===== src/rtl/rc4_phase_sequencer.sv =====
// RC4 phase sequencer: steps the init, shuffle and decrypt engines in order,
// owns the shared S-memory port and guards each phase with a watchdog.
module rc4_phase_sequencer #(
  parameter int RAM_WIDTH      = 8,
  parameter int RAM_LENGTH     = 8,
  parameter int KEY_LENGTH     = 3,
  parameter int TIMEOUT_CYCLES = 4096
) (
  input  logic                             clk,
  input  logic                             reset,
  input  logic                             start,
  input  logic                             abort,
  input  logic [KEY_LENGTH*RAM_WIDTH-1:0]  key_in,
  output logic                             busy,
  output logic                             done,
  output logic                             error,
  output logic [2:0]                       phase,
  output logic [KEY_LENGTH*RAM_WIDTH-1:0]  key_out,
  output logic                             init_start,
  output logic                             shuf_start,
  output logic                             dec_start,
  input  logic                             init_finished,
  input  logic                             shuf_finished,
  input  logic                             dec_finished,
  input  logic [RAM_LENGTH-1:0]            init_addr,
  input  logic [RAM_WIDTH-1:0]             init_wdata,
  input  logic                             init_we,
  input  logic [RAM_LENGTH-1:0]            shuf_addr,
  input  logic [RAM_WIDTH-1:0]             shuf_wdata,
  input  logic                             shuf_we,
  input  logic [RAM_LENGTH-1:0]            dec_addr,
  input  logic [RAM_WIDTH-1:0]             dec_wdata,
  input  logic                             dec_we,
  output logic [RAM_LENGTH-1:0]            ram_addr,
  output logic [RAM_WIDTH-1:0]             ram_wdata,
  output logic                             ram_we
);

  localparam int WD_W = $clog2(TIMEOUT_CYCLES) + 1;
  localparam logic [WD_W-1:0] WD_LAST = WD_W'(TIMEOUT_CYCLES - 1);

  localparam logic [2:0] S_IDLE    = 3'd0;
  localparam logic [2:0] S_INIT    = 3'd1;
  localparam logic [2:0] S_SHUFFLE = 3'd2;
  localparam logic [2:0] S_DECRYPT = 3'd3;
  localparam logic [2:0] S_DONE    = 3'd4;
  localparam logic [2:0] S_ERROR   = 3'd5;

  logic [2:0]      state;
  logic [2:0]      next_state;
  logic [WD_W-1:0] wd_count;
  logic            active;
  logic            expired;

  assign active  = (state == S_INIT) || (state == S_SHUFFLE) || (state == S_DECRYPT);
  assign expired = active && (wd_count == WD_LAST);

  // A finished pulse is tested before expiry so it wins in the last watchdog cycle.
  always_comb begin
    next_state = state;
    case (state)
      S_IDLE, S_DONE, S_ERROR: if (start) next_state = S_INIT;
      S_INIT:    if (init_finished) next_state = S_SHUFFLE;
                 else if (expired)  next_state = S_ERROR;
      S_SHUFFLE: if (shuf_finished) next_state = S_DECRYPT;
                 else if (expired)  next_state = S_ERROR;
      S_DECRYPT: if (dec_finished)  next_state = S_DONE;
                 else if (expired)  next_state = S_ERROR;
      default:   next_state = S_IDLE;
    endcase
    if (abort) next_state = S_IDLE;
  end

  always_ff @(posedge clk) begin
    if (reset) begin
      state    <= S_IDLE;
      key_out  <= '0;
      wd_count <= '0;
    end else begin
      state <= next_state;
      if (!active && start && !abort) key_out <= key_in;
      if (next_state != state) wd_count <= '0;
      else if (active)         wd_count <= wd_count + WD_W'(1);
    end
  end

  assign phase      = state;
  assign busy       = active;
  assign done       = (state == S_DONE);
  assign error      = (state == S_ERROR);
  assign init_start = (state == S_INIT);
  assign shuf_start = (state == S_SHUFFLE);
  assign dec_start  = (state == S_DECRYPT);

  // Only the engine owning the current phase can reach the memory port.
  always_comb begin
    ram_addr  = '0;
    ram_wdata = '0;
    ram_we    = 1'b0;
    case (state)
      S_INIT: begin
        ram_addr  = init_addr;
        ram_wdata = init_wdata;
        ram_we    = init_we;
      end
      S_SHUFFLE: begin
        ram_addr  = shuf_addr;
        ram_wdata = shuf_wdata;
        ram_we    = shuf_we;
      end
      S_DECRYPT: begin
        ram_addr  = dec_addr;
        ram_wdata = dec_wdata;
        ram_we    = dec_we;
      end
      default: begin
        ram_addr  = '0;
        ram_wdata = '0;
        ram_we    = 1'b0;
      end
    endcase
  end

endmodule


===== config.mk =====
export PLATFORM = sky130hd
export DESIGN_NAME = rc4_phase_sequencer
export DESIGN_NICKNAME = d
export VERILOG_FILES = /design/src/rtl/rc4_phase_sequencer.sv
export SDC_FILE = /design/constraint.sdc
export NUM_CORES = 1
export LEC_CHECK = 0
export BUFFER_PORTS_ARGS = -buffer_cell sky130_fd_sc_hd__buf_2
export CORE_MARGIN = 2
export CORE_UTILIZATION = 44
export CTS_CLUSTER_SIZE = 16
export DETAILED_ROUTE_END_ITERATION = 10
export PLACE_DENSITY = 0.81
export SLEW_MARGIN = 30
export SYNTH_ARGS = -nofsm -noshare
export SYNTH_HDL_FRONTEND = slang
export SYNTH_SLANG_ARGS = --single-unit
export TNS_END_PERCENT = 50

===== constraint.sdc =====
create_clock -name clk -period 2.15 [get_ports clk]
set_input_delay 0 -clock clk [delete_from_list [all_inputs] [get_ports clk]]
set_output_delay 0 -clock clk [all_outputs]
set_load 0.02 [all_outputs]

==> summary.txt <==
Worst setup path
  – Startpoint types: flop
  – CP max FO: 25
  – CP Capture Type: output port
  – CP required: 2.15 ns
  – End of the worst register-to-register path: wd_count[3]
  – R2R setup slack: 0.34 ns
  – Reg2reg start: wd_count[0]
  – CP arrival: 1.86 ns
  – Kind of critical path: flop to output port
  – R2R depth: 5

Timing
  – Final Hold Fails: 0
  – Slew Limit Headroom: 44.5%
  – Setup Skew: 0.00244 ns
  – Slew Limit Fails: 0
  – Final cycle utilization of the critical path: 86.5%
  – RSZ-0062 raised after global routing: no
  – Max frequency: 0.538 GHz
  – Worst slew pin tran: 0.833 ns
  – Fin crit period: 1.86 ns
  – Final setup viols: 0
  – Post-route setup TNS: 0 ns

Synthesis
  – Post-synthesis cell count: 297
  – Count of warnings emitted by yosys: 0
  – Distinct cells, synth: 46
  – Post-synth top flop: dfxtp_1
  – Top cells by area, synth: dfxtp_1 (36%), a21oi_1 (10%), nand2_1 (9.1%)
  – Post-synth top cells: nand2_1 (54), a21oi_1 (46), nor2_1 (44)
  – Top-count cell post-synth: nand2_1
  – Yosys reg bits: 40
  – Mapped Area: 2220 µm²
  – Largest area contributor in the netlist: dfxtp_1
  – Syn nets: 380
  – EDFF count, synth: 0
  – Post-synth ARST share: 0%
  – Sequential share of the synthesized area: 36.1%
  – Share of the synthesized area in the top cell type: 36.1%
  – Syn Area/Cell: 7.46 µm²

Floorplanning
  – Die Y-Extent: 75.0 µm
  – Starting Density: 46.3%
  – Die X: 75.0 µm
  – Core Area: 4790 µm²
  – Total die area: 5620 µm²
  – Row Count: 25
  – Io pins: 132

Clock network
  – Clock latency on the worst-skew pair: 0.29 ns
  – Worst-path clk slew: 0.08 ns
  – TritonCTS clock tree: done
  – CTS H-tree depth: 2
  – CTS Buf Count: 5
  – Post_cts resized: 0
  – Clk Tree Root Cell: clkbuf_8
  – Max Buffers Root-to-Sink: 2
  – Post-CTS Setup Repair Bufs: 0
  – # clock sinks: 40

Pwr
  – Leak: 1.50 nW
  – Max VDD drop: 0.284 mV
  – Power Density: 512 nW/µm²
  – Tot Pwr: 0.00166 W

Worst hold path
  – Hold WC Path Type: input port to flop
  – Min-delay src: dec_finished
  – Hold path depth: 4
  – Hold EP: phase[2]

GRT
  – Initial antenna violation count: 0
  – Total congestion overflow: 0
  – Global-route wire length before repair: 11,400 µm
  – Largest net degree at the start of global routing: 28
  – Global-route total usage across every layer: 26.0%
  – Vias in the first global route: 2,490

Layout
  – Area grow syn2layout: 46.7%
  – Share of layout cells above drive strength 1: 34.7%
  – Layout filler cell count: 394
  – Final nets: 529
  – N_diodes: 0
  – Layout Utilization: 67.9%

Placement
  – Port Buffer Count: 131
  – HPWL Detailed: 4860 µm
  – Final GP Congestion: 0.894

Detailed routing
  – Initial DRC Count: 141
  – Final Routed Wirelength: 7090 µm
  – Residual DRC: 0
  – Antenna-violating nets left: 0
  – Vias/cell: 5.22
  – Wire per inst: 13.8 µm
  – Drt pass-1 iters: 4
  – Vias: 2,683

Outcome
  – Outcome: complete, no violations

Job
  – Max cap viols: 0
[worst max path at each step]
stage | slack (ns) | cells past startpoint | end | start
after floorplan | 0.49 | 6 | wd_count[3] | phase[0]
after global placement | 0.47 | 5 | wd_count[3] | wd_count[0]
after detailed placement | 0.35 | 5 | wd_count[3] | wd_count[0]
after CTS | 0.31 | 6 | ram_we | phase[1]
after global routing | 0.13 | 6 | ram_wdata[2] | phase[1]
final | 0.29 | 6 | ram_wdata[2] | phase[1]
[per-layer routing]
layer | wire length [µm] | global-route usage (%) | up-vias
met3 | 413 | 5.22 | 18
met5 | 0 | 0 | -
met1 | 2640 | 30.8 | 1240
met2 | 3840 | 46.7 | 113
met4 | 193 | 8.93 | 0
li1 | - | - | 1312
[cell usage in the layout (no fill, tap or decap), types with 4 or more instances in the layout]
master,synthesis,layout
clkbuf_8,0,6
nor3_1,4,4
nand3_1,6,6
dfxtp_1,40,40
mux2i_1,18,18
a21oi_1,46,46
buf_4,1,6
dlygate4sd3_1,0,25
o21ai_0,9,9
xnor2_1,4,4
buf_2,6,131
nor3_2,4,4
xor2_1,4,4
nor2_1,44,44
nand2_1,54,54
[timing repair]
action	CTS	global route
hold endpoints to repair	25	0
hold buffers	25	0
endpoints found under the setup margin	0	0
[cells by family after synthesis]
logic type / Yosys count / synth area share (%)
and+or+nand+nor: 135 / 28.2
muxes: 18 / 8.13
adders and majority gates: 1 / 0.565
AOI/OAI and AO/OA: 70 / 18.7
DFF: 40 / 36.1
buffers and inverters: 25 / 5.08
xor gates and xnor gates: 8 / 3.16
[worst max-delay path: stages (launching register included)]
cell and delay, ns:
dfxtp_1 0.48, buf_4 0.40, mux2i_1 0.26, nor2_1 0.06
a21oi_1 0.14, nor2_1 0.06, buf_2 0.16
[registers in the layout (all words and copies together), names as in the netlist]
| register | count |
|---|---|
| key_out | 24 |
| phase | 3 |
| wd_count | 13 |
[power by group]
part | switching (W) | internal [W] | leakage, nW
combinational | 0.000196 | 0.000161 | 1.13
clock | 0.000267 | 0.000261 | 0.0445
sequential | 0.0000144 | 0.000764 | 0.325
[final cells by class]
cell class | count | area [µm²] | share of cell area (%)
Sequential cell | 40 | 801 | 24.6
Multi-Input combinational cell | 232 | 1300 | 40.1
Clock buffer | 7 | 86.3 | 2.66
Inverter | 5 | 18.8 | 0.577
Tap cell | 67 | 83.8 | 2.58
Timing Repair Buffer | 162 | 951 | 29.3
Clock inverter | 1 | 7.51 | 0.231
[stage by stage]
| step | std cells | worst slack [ns] | hold WS [ns] | area [µm²] |
|---|---|---|---|---|
| floorplan | 297 | 0.491 | 0.0760 | 2220 |
| global placement | 481 | 0.468 | 0.240 | 2910 |
| detailed placement | 481 | 0.348 | 0.246 | 2910 |
| CTS | 514 | 0.311 | 0.0699 | 3250 |
| global route | 514 | 0.129 | 0.129 | 3250 |
| finish | 514 | 0.290 | 0.0726 | 3250 |
(Power assumes the default switching activity.)
